[config.mk]
export PLATFORM = sky130hd
export DESIGN_NAME = rf_stream_ctrl_flat
export DESIGN_NICKNAME = d
export VERILOG_FILES = /design/src/rtl/rf_stream_ctrl_if.sv /design/src/rtl/rf_stream_ctrl.sv /design/src/flat_wrapper.sv
export SDC_FILE = /design/constraint.sdc
export NUM_CORES = 1
export LEC_CHECK = 0
export ABC_AREA = 1
export BUFFER_PORTS_ARGS = -buffer_cell sky130_fd_sc_hd__buf_2
export CAP_MARGIN = 5
export CORE_ASPECT_RATIO = 0.8
export CORE_MARGIN = 1
export CORE_UTILIZATION = 52
export CTS_CLUSTER_SIZE = 16
export DETAILED_ROUTE_END_ITERATION = 8
export GPL_TIMING_DRIVEN = 0
export HOLD_SLACK_MARGIN = 0.02
export MAX_ROUTING_LAYER = met4
export PLACE_DENSITY = 0.95
export SLEW_MARGIN = 20
export SYNTH_ARGS = -nofsm -noshare
export SYNTH_HDL_FRONTEND = slang
export SYNTH_SLANG_ARGS = --single-unit
[constraint.sdc]
create_clock -name clk -period 2.19 [get_ports clk]
set_input_delay 0.3285 -clock clk [delete_from_list [all_inputs] [get_ports clk]]
set_output_delay 0.3285 -clock clk [all_outputs]
set_load 0.01 [all_outputs]
[src/rtl/rf_stream_ctrl_if.sv]
// Bundle of the command, LOAD/DUMP stream and register-file port signals of rf_stream_ctrl.
// master is the controller's view; slave is the host/register-file side.
interface rf_stream_ctrl_if #(
    parameter int ADDR_W = 4,
    parameter int DATA_W = 32,
    parameter int CNT_W  = 5
);
    logic              cmd_valid;
    logic              cmd_ready;
    logic              cmd_op;
    logic [ADDR_W-1:0] cmd_base;
    logic [CNT_W-1:0]  cmd_count;

    logic              in_valid;
    logic              in_ready;
    logic [DATA_W-1:0] in_data;

    logic              out_valid;
    logic              out_ready;
    logic [DATA_W-1:0] out_data;

    logic [ADDR_W-1:0] rf_dir_a;
    logic [DATA_W-1:0] rf_data_a;
    logic [ADDR_W-1:0] rf_dir_wr;
    logic [DATA_W-1:0] rf_di;
    logic              rf_we;

    logic              busy;
    logic              done;

    modport master (
        input  cmd_valid, cmd_op, cmd_base, cmd_count,
        input  in_valid, in_data,
        input  out_ready,
        input  rf_data_a,
        output cmd_ready, in_ready,
        output out_valid, out_data,
        output rf_dir_a, rf_dir_wr, rf_di, rf_we,
        output busy, done
    );

    modport slave (
        output cmd_valid, cmd_op, cmd_base, cmd_count,
        output in_valid, in_data,
        output out_ready,
        output rf_data_a,
        input  cmd_ready, in_ready,
        input  out_valid, out_data,
        input  rf_dir_a, rf_dir_wr, rf_di, rf_we,
        input  busy, done
    );
endinterface

[src/rtl/rf_stream_ctrl.sv]
// Host-side LOAD/DUMP controller for the 16x32 filter register file.
// Define RF_STREAM_CHECKSUM_EN to append a wrapping-sum beat after every DUMP.
module rf_stream_ctrl #(
    parameter int ADDR_W = 4,
    parameter int DATA_W = 32,
    parameter int CNT_W  = 5
) (
    input  logic               clk,
    input  logic               rst_n,
    rf_stream_ctrl_if.master   bus_io
);

    typedef enum logic [2:0] {
        S_IDLE,
        S_LOAD,
        S_DUMP_RD,
        S_DUMP_OUT,
`ifdef RF_STREAM_CHECKSUM_EN
        S_DUMP_SUM,
`endif
        S_DONE
    } state_e;

    state_e            state_q, state_d;
    logic [ADDR_W-1:0] addr_q, addr_d;
    logic [CNT_W-1:0]  rem_q, rem_d;
    logic              rf_we_q, rf_we_d;
    logic [ADDR_W-1:0] rf_dir_wr_q, rf_dir_wr_d;
    logic [DATA_W-1:0] rf_di_q, rf_di_d;
    logic [ADDR_W-1:0] rf_dir_a_q, rf_dir_a_d;
    logic [DATA_W-1:0] out_data_q, out_data_d;
    logic              out_valid_q, out_valid_d;
`ifdef RF_STREAM_CHECKSUM_EN
    logic [DATA_W-1:0] sum_q, sum_d;
`endif

    // The read address is loaded one state ahead so it is stable across DUMP_RD.
    always_comb begin
        state_d     = state_q;
        addr_d      = addr_q;
        rem_d       = rem_q;
        rf_we_d     = 1'b0;
        rf_dir_wr_d = rf_dir_wr_q;
        rf_di_d     = rf_di_q;
        rf_dir_a_d  = rf_dir_a_q;
        out_data_d  = out_data_q;
        out_valid_d = out_valid_q;
`ifdef RF_STREAM_CHECKSUM_EN
        sum_d       = sum_q;
`endif
        case (state_q)
            S_IDLE: begin
                if (bus_io.cmd_valid) begin
                    addr_d = bus_io.cmd_base;
                    rem_d  = bus_io.cmd_count;
`ifdef RF_STREAM_CHECKSUM_EN
                    sum_d  = '0;
`endif
                    if (bus_io.cmd_count == '0) begin
                        state_d = S_DONE;
                    end else if (bus_io.cmd_op) begin
                        rf_dir_a_d = bus_io.cmd_base;
                        state_d    = S_DUMP_RD;
                    end else begin
                        state_d = S_LOAD;
                    end
                end
            end
            S_LOAD: begin
                if (bus_io.in_valid) begin
                    rf_we_d     = 1'b1;
                    rf_dir_wr_d = addr_q;
                    rf_di_d     = bus_io.in_data;
                    addr_d      = addr_q + ADDR_W'(1);
                    rem_d       = rem_q - CNT_W'(1);
                    if (rem_q == CNT_W'(1)) begin
                        state_d = S_DONE;
                    end
                end
            end
            S_DUMP_RD: begin
                out_data_d  = bus_io.rf_data_a;
                out_valid_d = 1'b1;
`ifdef RF_STREAM_CHECKSUM_EN
                sum_d       = sum_q + bus_io.rf_data_a;
`endif
                state_d     = S_DUMP_OUT;
            end
            S_DUMP_OUT: begin
                if (bus_io.out_ready) begin
                    out_valid_d = 1'b0;
                    addr_d      = addr_q + ADDR_W'(1);
                    rem_d       = rem_q - CNT_W'(1);
                    rf_dir_a_d  = addr_q + ADDR_W'(1);
                    if (rem_q != CNT_W'(1)) begin
                        state_d = S_DUMP_RD;
                    end else begin
`ifdef RF_STREAM_CHECKSUM_EN
                        out_data_d  = sum_q;
                        out_valid_d = 1'b1;
                        state_d     = S_DUMP_SUM;
`else
                        state_d     = S_DONE;
`endif
                    end
                end
            end
`ifdef RF_STREAM_CHECKSUM_EN
            S_DUMP_SUM: begin
                if (bus_io.out_ready) begin
                    out_valid_d = 1'b0;
                    state_d     = S_DONE;
                end
            end
`endif
            S_DONE: begin
                state_d = S_IDLE;
            end
            default: begin
                state_d = S_IDLE;
            end
        endcase
    end

    always_ff @(posedge clk or negedge rst_n) begin
        if (!rst_n) begin
            state_q     <= S_IDLE;
            addr_q      <= '0;
            rem_q       <= '0;
            rf_we_q     <= 1'b0;
            rf_dir_wr_q <= '0;
            rf_di_q     <= '0;
            rf_dir_a_q  <= '0;
            out_data_q  <= '0;
            out_valid_q <= 1'b0;
`ifdef RF_STREAM_CHECKSUM_EN
            sum_q       <= '0;
`endif
        end else begin
            state_q     <= state_d;
            addr_q      <= addr_d;
            rem_q       <= rem_d;
            rf_we_q     <= rf_we_d;
            rf_dir_wr_q <= rf_dir_wr_d;
            rf_di_q     <= rf_di_d;
            rf_dir_a_q  <= rf_dir_a_d;
            out_data_q  <= out_data_d;
            out_valid_q <= out_valid_d;
`ifdef RF_STREAM_CHECKSUM_EN
            sum_q       <= sum_d;
`endif
        end
    end

    // Handshake readies and status are decoded from the state, so reset forces them at once.
    assign bus_io.cmd_ready = (state_q == S_IDLE);
    assign bus_io.in_ready  = (state_q == S_LOAD);
    assign bus_io.busy      = (state_q != S_IDLE);
    assign bus_io.done      = (state_q == S_DONE);
    assign bus_io.out_valid = out_valid_q;
    assign bus_io.out_data  = out_data_q;
    assign bus_io.rf_dir_a  = rf_dir_a_q;
    assign bus_io.rf_dir_wr = rf_dir_wr_q;
    assign bus_io.rf_di     = rf_di_q;
    assign bus_io.rf_we     = rf_we_q;

endmodule

[src/flat_wrapper.sv]
// flat-port wrapper written by rule: the top's interface ports become plain ports
module rf_stream_ctrl_flat 
#(
    parameter int ADDR_W = 4,
    parameter int DATA_W = 32,
    parameter int CNT_W  = 5
)
  (clk, rst_n, bus_io_cmd_valid, bus_io_cmd_op, bus_io_cmd_base, bus_io_cmd_count, bus_io_in_valid, bus_io_in_data, bus_io_out_ready, bus_io_rf_data_a, bus_io_cmd_ready, bus_io_in_ready, bus_io_out_valid, bus_io_out_data, bus_io_rf_dir_a, bus_io_rf_dir_wr, bus_io_rf_di, bus_io_rf_we, bus_io_busy, bus_io_done);
  rf_stream_ctrl_if #(.ADDR_W(ADDR_W), .DATA_W(DATA_W), .CNT_W(CNT_W)) bus_io_i ();
  input  logic clk;
  input  logic rst_n;
  input wire logic [$bits(bus_io_i.cmd_valid)-1:0] bus_io_cmd_valid;
  input wire logic [$bits(bus_io_i.cmd_op)-1:0] bus_io_cmd_op;
  input wire logic [$bits(bus_io_i.cmd_base)-1:0] bus_io_cmd_base;
  input wire logic [$bits(bus_io_i.cmd_count)-1:0] bus_io_cmd_count;
  input wire logic [$bits(bus_io_i.in_valid)-1:0] bus_io_in_valid;
  input wire logic [$bits(bus_io_i.in_data)-1:0] bus_io_in_data;
  input wire logic [$bits(bus_io_i.out_ready)-1:0] bus_io_out_ready;
  input wire logic [$bits(bus_io_i.rf_data_a)-1:0] bus_io_rf_data_a;
  output wire logic [$bits(bus_io_i.cmd_ready)-1:0] bus_io_cmd_ready;
  output wire logic [$bits(bus_io_i.in_ready)-1:0] bus_io_in_ready;
  output wire logic [$bits(bus_io_i.out_valid)-1:0] bus_io_out_valid;
  output wire logic [$bits(bus_io_i.out_data)-1:0] bus_io_out_data;
  output wire logic [$bits(bus_io_i.rf_dir_a)-1:0] bus_io_rf_dir_a;
  output wire logic [$bits(bus_io_i.rf_dir_wr)-1:0] bus_io_rf_dir_wr;
  output wire logic [$bits(bus_io_i.rf_di)-1:0] bus_io_rf_di;
  output wire logic [$bits(bus_io_i.rf_we)-1:0] bus_io_rf_we;
  output wire logic [$bits(bus_io_i.busy)-1:0] bus_io_busy;
  output wire logic [$bits(bus_io_i.done)-1:0] bus_io_done;
  assign bus_io_i.cmd_valid = bus_io_cmd_valid;
  assign bus_io_i.cmd_op = bus_io_cmd_op;
  assign bus_io_i.cmd_base = bus_io_cmd_base;
  assign bus_io_i.cmd_count = bus_io_cmd_count;
  assign bus_io_i.in_valid = bus_io_in_valid;
  assign bus_io_i.in_data = bus_io_in_data;
  assign bus_io_i.out_ready = bus_io_out_ready;
  assign bus_io_i.rf_data_a = bus_io_rf_data_a;
  assign bus_io_cmd_ready = bus_io_i.cmd_ready;
  assign bus_io_in_ready = bus_io_i.in_ready;
  assign bus_io_out_valid = bus_io_i.out_valid;
  assign bus_io_out_data = bus_io_i.out_data;
  assign bus_io_rf_dir_a = bus_io_i.rf_dir_a;
  assign bus_io_rf_dir_wr = bus_io_i.rf_dir_wr;
  assign bus_io_rf_di = bus_io_i.rf_di;
  assign bus_io_rf_we = bus_io_i.rf_we;
  assign bus_io_busy = bus_io_i.busy;
  assign bus_io_done = bus_io_i.done;
  rf_stream_ctrl #(.ADDR_W(ADDR_W), .DATA_W(DATA_W), .CNT_W(CNT_W)) u_core (.clk(clk), .rst_n(rst_n), .bus_io(bus_io_i));
endmodule
======== Word level (Yosys, flattened, before mapping) ========
Cells that the tools add are included.
operators by class
  reduce and logical (&&, ||, !) cells .... 11
  $add $sub $neg .......................... 2
  eq/ne operators ......................... 12
  muxes and demuxes ....................... 24
operator list
  cell                   number
  $mux W4                6
  $mux W3                6
  $mux W5                3
  $pmux W5 S3            1
  $pmux W3 S4            1
  $pmux W4 S3            1
  $ne A2 B2 Y1 const B   5
  $pmux W4 S2            1
  $reduce_and A4 Y1      2
  $eq A3 B2 Y1 const B   2
  $reduce_bool A3 Y1     2
  $eq A5 B1 Y1 const B   1
  $logic_not A5 Y1       1
  $ne A5 B1 Y1 const B   1
  $reduce_and A5 Y1      1
  $sub A5 B1 Y5 const B  1
  $add A4 B1 Y4 const B  1
  $reduce_and A2 Y1      2
  $reduce_bool A2 Y1     2
  $eq A3 B1 Y1 const B   1
  $eq A3 B3 Y1 const B   1
  $logic_not A3 Y1       1
  $mux W1                3
  $mux W2                1
  2 further kinds        2
storage, ports and cells
  output and inout port bits .............. 78
  register bits ........................... 86
  bits of input ports ..................... 79
  word-level logic and storage cells ...... 58

======== Longest topological paths before layout ========
Gate-level depths: netlist of the first run.
  depth in word-level cells ............... 4
  depth in mapped cells ................... 9
  depth with buffers taken out ............ 8

======== Worst setup path before layout of the first run ========
No wires, ideal clock.
  kind .................................... flip-flop to flip-flop
  start point ............................. reg u_core.state_q[1]
  end point ............................... reg u_core.rf_dir_a_q[2], in the netlist u_core.bus_io.rf_dir_a[2]
  library setup time ...................... 0.117 ns
  path buffers ............................ 0
  stages on the path, launching flop included .. 9
  arrival time ............................ 1.235 ns
  clock period less this slack ............ 1.352 ns
  required time ........................... 2.073 ns
  setup slack ............................. 0.838 ns
  cells stage by stage .................... dfrtp_1 > nor2_4 > nand2_1 > nand2_1 > nand2_1 > nor2_2 > nand2_2 > nand2_1 > nand2_1
on the way
  cells in the longest elaborated chain, start to end .. 3
  elaborated cells between the ends (all ways) .. 9
  classes of those cells .................. eq/ne (5); mux (1); reduce/logical (3)
ends and longest elaborated chain
  item                                                                 line                   RTL
  from (decl)                                                          rf_stream_ctrl.sv:24   state_e state_q, state_d;
  from (signal assigned)                                               rf_stream_ctrl.sv:140  state_q <= state_d;
  $eq A3 B2 Y1 / $logic_not A3 Y1 (equally long branches)              rf_stream_ctrl.sv:51   case (state_q)
  $ne A2 B2 Y1 (no line) / $reduce_bool A2 Y1 (equally long branches)  -
  $reduce_and A5 Y1 (no line)                                          -
  to (signal assigned)                                                 rf_stream_ctrl.sv:146  rf_dir_a_q <= rf_dir_a_d;
  to (decl)                                                            rf_stream_ctrl.sv:30   logic [ADDR_W-1:0] rf_dir_a_q, rf_dir_a_d;
Parallel ways exist; a longest one is shown, timed or not.
A chain may end at the register's enable or synchronous reset.

======== Worst setup path after layout of the first run ========
  start point ............................. reg u_core.state_q[1]
  end point ............................... out bus_io_in_ready
on the way
  cells in the longest elaborated chain, start to end .. 1
ends and longest elaborated chain
  item          line                   RTL
  $eq A3 B1 Y1  rf_stream_ctrl.sv:157  assign bus_io.in_ready = (state_q == S_LOAD);
  to (decl)     flat_wrapper.sv:21     output wire logic [$bits(bus_io_i.in_ready)-1:0] bus_io_in_ready;
Every way passes these cells.

==> results of run 1 <==
[layout by cell type (no fill, tap or decap), drive strengths merged]
cell type and count:
o21a 2, clkinv 2, a21oi 1, buf 170
bufinv 3, nor2 13, o21ai 47, nand4 1
dlygate4sd3 1, dfrtp 86, nand2 252, nand3 14
nor3 1, or2 1, ha 3, inv 21
xor2 2, clkbuf 18
[flip-flops by register name, summed over array words and instances (netlist names)]
| register | count |
|---|---|
| u_core.bus_io.rf_di | 32 |
| u_core.addr_q | 4 |
| u_core.bus_io.rf_we | 1 |
| u_core.bus_io.out_data | 32 |
| u_core.rem_q | 5 |
| u_core.state_q | 3 |
| u_core.bus_io.rf_dir_wr | 4 |
| u_core.bus_io.out_valid | 1 |
| u_core.bus_io.rf_dir_a | 4 |
[report_power, final]
group          switching (W)  leakage (nW)  internal (W)  total, W
Combinational        0.00214          1.71       0.00130   0.00345
Clock               0.000546         0.118      0.000763   0.00131
Sequential          0.000428          1.07       0.00235   0.00277
[timing repair]
action | in CTS | in global routing
resized for setup | 0 | 0
endpoints found under the setup margin | 0 | 0
hold buffers | 1 | 0
hold endpoints to repair | 41 | 0
[metrics by stage]
stage	util, %	total power, W	instances	setup WS (ps)
global placement	67.4	0.00605	707	131
floorplan	-	0.00492	464	838
detailed placement	67.7	0.00624	708	604
global route	71.3	0.00817	725	308
finish	71.3	0.00753	725	393
CTS	71.3	0.00756	725	378
[area by class of cell]
type                       instances  area (um2)
sequential                        86        2150
buffer                            20         115
fill                             537        2010
clock buffer                      11         131
clock inverter                     5         108
inverter                          21        78.8
tap                               87         109
multi-input combinational        337        1480
timing repair buffer             158         813
[kinds of logic (layout without fill, tap and decap cells)]
kind of cell             count (synthesis)  in the layout  share of synthesized area, %
AND/OR/NAND/NOR                        282            282                          30.0
flip-flops                              86             86                          56.3
AO/OA/AOI/OAI                           50             50                          7.17
buffers and inverters                   41            215                          5.07
adder cells (fa/ha/maj)                  3              3                         0.982
XOR/XNOR                                 2              2                         0.458
[final timing paths]
kind,cells past startpoint,endpoint,from
max in group asynchronous,3,u_core.bus_io.rf_di[17],rst_n
min in group asynchronous,2,u_core.bus_io.rf_dir_a[2],rst_n
min,3,u_core.bus_io.rf_di[21],bus_io_in_data[21]
max reg2reg,6,u_core.bus_io.rf_di[19],u_core.state_q[1]
min reg2reg,2,u_core.bus_io.out_data[21],u_core.bus_io.out_data[21]
max,5,bus_io_in_ready,u_core.state_q[1]
[critical path: stages, from the launching register on]
cell     delay [ps]
dfrtp_1         460
nor2_4          220
nand2_2         100
buf_6           160
inv_2            60
buf_2           120
[per-layer routing]
metal,vias up,global-route usage (%),wire (um)
li1,1776,-,-
met3,8,5.70,730
met2,170,45.6,4660
met1,1659,34.7,4110
met4,0,7.12,70
met5,-,-,0
==> key figures, run 1 <==
Logic synthesis
  – Prevailing post-synth register cell: dfrtp_1
  – Share of the synthesized area in the top cell type: 56.3%
  – Commonest cells post-synth: nand2_1 (245), dfrtp_1 (86), o21ai_0 (40), inv_1 (18), nand3_1 (13)
  – Most common cell in the netlist: nand2_1
  – Post-synth EDFFs: 0
  – Post-synth top area cell: dfrtp_1
  – FFs w/ async S/R, synth: 100%
  – Syn Area/Cell: 8.24 um2
  – Largest cells by area after synthesis: dfrtp_1 (56%), nand2_1 (24%), o21ai_0 (5.2%)
  – Cells after Synth: 464
  – Post-synthesis sequential area ratio: 56.3%
  – Total of warnings raised by yosys: 0
  – Register bit total from synthesis: 86
  – Synth cell types: 25
  – Mapped Nets: 546
  – Post-Syn Area: 3820 um2

Finish
  – Antenna cells: 0
  – Share of cells above drive strength 1: 32.6%
  – Synth-to-layout area growth: 30.4%
  – Nets: 715
  – Final Cell Area: 4980 um2

Job
  – Count of maximum capacitance violations: 0

STA
  – Period utilization: 82.1%
  – Final min period: 1800 ps
  – Sum Neg Setup Slack: 0 ps
  – Skew final: 8.32 ps
  – Fin. Hold Viols: 0
  – Worst Hold Slack: 178 ps
  – Rel. slew slack: 62.7%
  – RSZ-0062 raised after global routing: false
  – Setup violations, final: 0
  – Fmax: 556 MHz
  – Worst slew pin tran: 559 ps
  – Slew Viols, Final: 0

Global route
  – Gr ovfl total: 0
  – Vias in the first global route: 3580
  – Antenna violations before repair: 0
  – Largest net degree at the start of global routing: 46
  – Gr usage total: 27.5%
  – First-pass GRT wire length: 16300 um

Route
  – Drt initial violations: 208
  – Detailed Routing Iterations Pass 1: 7
  – Antenna-violating nets left: 0
  – DR vias: 3613
  – DRC: 28
  – Vias per cell: 4.98
  – Routed wire length: 9570 um
  – Routed length per placed instance: 13.2 um

CTS
  – Clock buffer depth: 2
  – Clock sink total: 86
  – H-Tree Level Count: 3
  – Worst skew pair latency: 340 ps
  – Root buf cell: clkbuf_8
  – CTS clk-pin slew, worst paths: 90 ps
  – CTS tree: built
  – Num CTS Buffers: 9
  – Post-CTS Setup Bufs: 0

Floorplanning
  – Io pins: 157
  – Die area: 7700 um2
  – Initial Utilization: 54.7%
  – Core footprint: 6990 um2
  – Num rows: 27
  – Die X-Extent: 97.9 um
  – Die Y: 78.7 um

Place
  – IO buf count: 156
  – Final Wtd Congestion: 0.881
  – DP HPWL: 7200 um
  – Placed Area: 4730 um2

Critical path
  – Worst setup EP type: output pin
  – Kind of critical path: reg2out
  – CP Data Required Time: 1860 ps
  – WP data arrival: 1470 ps
  – R2R Setup Slk: 580 ps
  – Critical-path maximum fanout: 10
  – Worst setup SP type: flip-flop

Outcome
  – Failing checks: DRC
  – Status: complete, but fails checks

Min path
  – HP Class: in2reg

Power and ir drop
  – PD cells: 1510 nW/um2
  – Peak supply drop: 0.753 mV
  – Leak: 2.90 nW
Note: power is estimated with default switching activity, not from simulation.
==> run 2, diff against run 1 <==
- CORE_UTILIZATION: 52 -> 43
- PLACE_DENSITY: 0.95 -> 0.87
- clock period: 2.19 -> 1.59 ns (I/O delays scaled with it)
==> key figures, run 2 (synthesis gave the netlist of run 1 again) <==
Outcome
  – Status: completed

Finish
  – Synth-to-layout area growth: 31.2%
  – Most common cell after layout, fill and taps aside: nand2_1
  – Final Cell Area: 5010 um2
  – Antenna cells: 0
  – Nets: 721
  – Finished Layout Cells: 756
  – Share of cells above drive strength 1: 34.3%
  – Commonest non-fill, non-tap cells in the layout: nand2_1 (244), buf_2 (163), dfrtp_1 (84)

Floorplanning
  – Core footprint: 8560 um2
  – Die area: 9270 um2
  – Die X-Extent: 107 um
  – Io pins: 157
  – Num rows: 30
  – Initial Utilization: 44.7%
  – Die Y: 86.3 um

Route
  – Routed length per placed instance: 12.9 um
  – Antenna-violating nets left: 0
  – Drt initial violations: 217
  – Vias per cell: 4.77
  – Detailed Routing Iterations Pass 1: 4
  – Routed wire length: 9720 um
  – DR vias: 3608
  – DRC: 0

Place
  – DP HPWL: 7230 um
  – Setup WS pre-CTS: -38.9 ps
  – Placed Area: 4770 um2
  – IO buf count: 156
  – Final Wtd Congestion: 0.881
  – Placed Cells: 733

Power and ir drop
  – Leak: 2.90 nW
  – Peak supply drop: 0.925 mV
  – PD cells: 2010 nW/um2
  – Clock power share: 13.4%
  – Pint: 0.00571 W
  – Comb pwr share: 48.8%
  – Net Sw Power: 0.00438 W
  – Reg power frac: 37.8%
  – Sw frac: 43.4%

Critical path
  – Critical-path maximum fanout: 6
  – Worst setup SP type: flip-flop
  – R2r startpoint: u_core.state_q[1]
  – Beginning of the critical path: u_core.state_q[1]
  – Worst path cell trace: nor2_4 > nand2_2 > buf_8 > inv_4 > buf_6
  – Kind of critical path: reg2out
  – R2r endpoint: u_core.rem_q[1]
  – Worst R2R Path Depth: 10
  – R2R Setup Slk: 60 ps
  – CP Data Required Time: 1350 ps
  – Worst setup EP type: output pin
  – WP data arrival: 1300 ps
  – Biggest cell delay along the critical path: 440 ps
  – Slowest CP cell: dfrtp_2

STA
  – Worst slew pin tran: 556 ps
  – Fmax: 649 MHz
  – RSZ-0062 raised after global routing: true
  – Fin. Hold Viols: 0
  – Setup violations, final: 0
  – Final worst setup slack: 48.8 ps
  – Rel. slew slack: 62.9%
  – Period utilization: 96.9%
  – Final min period: 1540 ps
  – Skew final: 12.1 ps
  – Slew Viols, Final: 0

CTS
  – Clock sink total: 86
  – CTS clk-pin slew, worst paths: 90 ps
  – Root buf cell: clkbuf_8
  – CTS tree: built
  – Clock buffer depth: 2
  – Num CTS Buffers: 9
  – Worst skew pair latency: 330 ps
  – H-Tree Level Count: 3

Global route
  – Largest net degree at the start of global routing: 46
  – First-pass GRT wire length: 15400 um
  – Vias in the first global route: 3303
  – Gr usage total: 22.0%
  – Gr ovfl total: 0
  – Antenna violations before repair: 0

Min path
  – Hold-critical path depth: 3
  – HP Class: in2reg
  – Hold path endpoint: u_core.bus_io.rf_di[28]
  – Min-delay src: bus_io_in_data[28]

Job
  – Count of maximum capacitance violations: 0
## run 2: final cells by class
class / instances / area [um2]
fill: 749 / 3540
sequential: 86 / 2150
multi-input combinational: 337 / 1480
timing repair buffer: 164 / 862
tap: 112 / 140
clock buffer: 10 / 128
buffer: 20 / 120
inverter: 21 / 81.3
clock inverter: 6 / 46.3
## run 2: power groups by stage
stage | sequential, W | clock [W] | combinational (W)
6_report | 0.00381 | 0.00136 | 0.00492
5_1_grt | 0.00392 | 0.00152 | 0.00558
4_1_cts | 0.00380 | 0.00141 | 0.00483
3_5_place_dp | 0.00384 | 0 | 0.00477
3_3_place_gp | 0.00379 | 0 | 0.00456
2_1_floorplan | 0.00422 | 0 | 0.00256
## run 2: how the worst max path moves through the flow
stage                     slack [ps]  cells after the start                   endpoint
after floorplan                  240                      8  u_core.bus_io.rf_dir_a[2]
after global placement          -380                      1  u_core.bus_io.rf_dir_a[3]
after detailed placement         -40                      6    u_core.bus_io.rf_di[22]
after CTS                        -20                      5           bus_io_cmd_ready
after global routing             -40                      5           bus_io_cmd_ready
final                             50                      5            bus_io_in_ready
## run 2: critical path: cells and delay by family (launching register included)
kind                   cells  cell delay, ps
flip-flops                 1             440
buffers and inverters      3             280
AND/OR/NAND/NOR            2             240
## run 2: per-layer routing
layer	vias to the layer above	track usage (%)	part of all wire (%)
met5	-	-	0
met4	0	5.98	1.2
met3	12	5.71	7.8
met2	157	34.8	46
met1	1649	28.3	45
li1	1790	-	-
## run 2: repair_timing
item,4_1_cts,5_1_grt
hold buffers,1,0
gates resized for setup,2,9
pin swaps,1,1
setup buffers,3,3
setup endpoints to repair,13,28
gates cloned,0,0
endpoints found under the hold margin,41,0
## run 2: per-stage QoR
stage	utilization (%)	hold WS, ps	power [W]	setup TNS (ps)
5_1_grt	58.6	71.1	0.0110	-387
6_report	58.6	96.1	0.0101	0
3_5_place_dp	55.7	263	0.00861	-93.1
3_3_place_gp	55.4	436	0.00835	-32060
4_1_cts	58.1	73.0	0.0100	-28.1
2_1_floorplan	-	-57.1	0.00678	0
==> run 3, diff against run 2 <==
==> constraint.sdc (replaced) <==
create_clock -name clk -period 1.59 [get_ports clk]
set_input_delay 0.2385 -clock clk [delete_from_list [all_inputs] [get_ports clk]]
set_output_delay 0.2385 -clock clk [all_outputs]
set_load 0.02 [all_outputs]
==> key figures, run 3 (synthesis gave the netlist of run 1 again) <==
Critical path
  – WP data arrival: 1320 ps
  – Critical-path maximum fanout: 10
  – CP Data Required Time: 1350 ps
  – Worst setup EP type: output pin
  – Worst setup SP type: flip-flop
  – Kind of critical path: reg2out

Route
  – DRC: 0
  – Vias per cell: 4.76
  – Routed length per placed instance: 12.8 um
  – DR vias: 3606
  – Detailed Routing Iterations Pass 1: 4
  – Drt initial violations: 253
  – Routed wire length: 9710 um
  – Antenna-violating nets left: 0

STA
  – Worst Hold Slack: 96.6 ps
  – Fmax: 641 MHz
  – Setup violations, final: 0
  – RSZ-0062 raised after global routing: true
  – Period utilization: 98.1%
  – Worst slew pin tran: 555 ps
  – Final min period: 1560 ps
  – Skew final: 13.5 ps
  – Slew Viols, Final: 0
  – Final worst setup slack: 29.9 ps
  – Fin. Hold Viols: 0
  – Rel. slew slack: 63.0%

CTS
  – H-Tree Level Count: 3
  – CTS tree: built
  – Clock sink total: 86
  – CTS clk-pin slew, worst paths: 90 ps
  – Worst skew pair latency: 340 ps
  – Num CTS Buffers: 9
  – Clock buffer depth: 2
  – Root buf cell: clkbuf_8

Power and ir drop
  – Leak: 2.91 nW
  – Peak supply drop: 1.07 mV
  – PD cells: 2160 nW/um2

Floorplanning
  – Num rows: 30
  – Die X-Extent: 107 um
  – Die Y: 86.3 um
  – Die area: 9270 um2
  – Io pins: 157
  – Initial Utilization: 44.7%
  – Core footprint: 8560 um2

Finish
  – Final Cell Area: 5050 um2
  – Most common cell after layout, fill and taps aside: nand2_1
  – Core Util, Final: 59.0%
  – Commonest non-fill, non-tap cells in the layout: nand2_1 (244), buf_2 (156), dfrtp_1 (84)
  – Filler instances: 744
  – Share of cells above drive strength 1: 34.4%
  – Antenna cells: 0
  – Synth-to-layout area growth: 32.0%
  – Nets: 722

Min path
  – HP Class: in2reg

Global route
  – Largest net degree at the start of global routing: 46
  – Vias in the first global route: 3308
  – Gr ovfl total: 0
  – Gr usage total: 22.1%
  – First-pass GRT wire length: 15400 um
  – Antenna violations before repair: 0

Place
  – IO buf count: 156
  – Placed Area: 4770 um2
  – Final Wtd Congestion: 0.881
  – Setup WS pre-CTS: -38.9 ps
  – DP HPWL: 7230 um

Outcome
  – Status: completed

Job
  – Count of maximum capacitance violations: 0
-- run 3: cell count changes in the layout (fill, tap and decap cells not counted), sizes merged --
cell,change
buf,+1
-- run 3: power by group --
group	internal [W]	switching [W]
registers	0.00323	0.000581
clock network	0.000577	0.000777
logic	0.00198	0.00375
total	0.00579	0.00511
-- run 3: final timing paths --
path / from / end / slack [ps] / cells after the start
worst max-delay path: u_core.state_q[0] / bus_io_in_ready / 30 / 5
worst min-delay path: bus_io_rf_data_a[15] / u_core.bus_io.out_data[15] / 100 / 3
min in group asynchronous: rst_n / u_core.bus_io.rf_di[14] / 440 / 2
worst min register to register: u_core.bus_io.out_data[23] / u_core.bus_io.out_data[23] / 470 / 2
max in group asynchronous: rst_n / u_core.state_q[2] / 520 / 3
worst max register to register: u_core.state_q[1] / u_core.rem_q[3] / 80 / 9
-- run 3: layout make-up --
| cell class | instances | area, um2 | area share, % |
|---|---|---|---|
| Multi-Input combinational cell | 337 | 1490 | 29.5 |
| Buffer | 20 | 130 | 2.58 |
| Timing Repair Buffer | 165 | 877 | 17.4 |
| Clock buffer | 10 | 128 | 2.53 |
| Clock inverter | 6 | 46.3 | 0.917 |
| Inverter | 21 | 81.3 | 1.61 |
| Sequential cell | 86 | 2150 | 42.7 |
| Tap cell | 112 | 140 | 2.78 |
-- run 3: worst max-delay path: stages, from the launching register on --
cell,delay (ps)
dfrtp_1,380
buf_4,170
nand2_2,100
buf_8,150
inv_2,60
buf_6,120
-- run 3: metrics by stage --
step	setup TNS [ps]	std cells	total power (W)
final	0	757	0.0109
after detailed placement	-93.1	733	0.00934
after global routing	-101	757	0.0118
after floorplan	0	464	0.00749
after CTS	-13.2	753	0.0108
after global placement	-32060	732	0.00908
-- run 3: per-layer routing --
metal	vias to the layer above	routed length, um	global-route usage (%)
met3	10	823	5.71
met2	152	4490	34.9
met1	1654	4280	28.3
li1	1790	-	-
met4	0	110	5.98
met5	-	0	-
-- run 3: repair_timing --
action	4_1_cts	5_1_grt
setup buffers	3	4
setup endpoints to repair	13	43
hold buffers	1	0
endpoints found under the hold margin	41	0
resized for setup	7	15
pin swaps	1	2
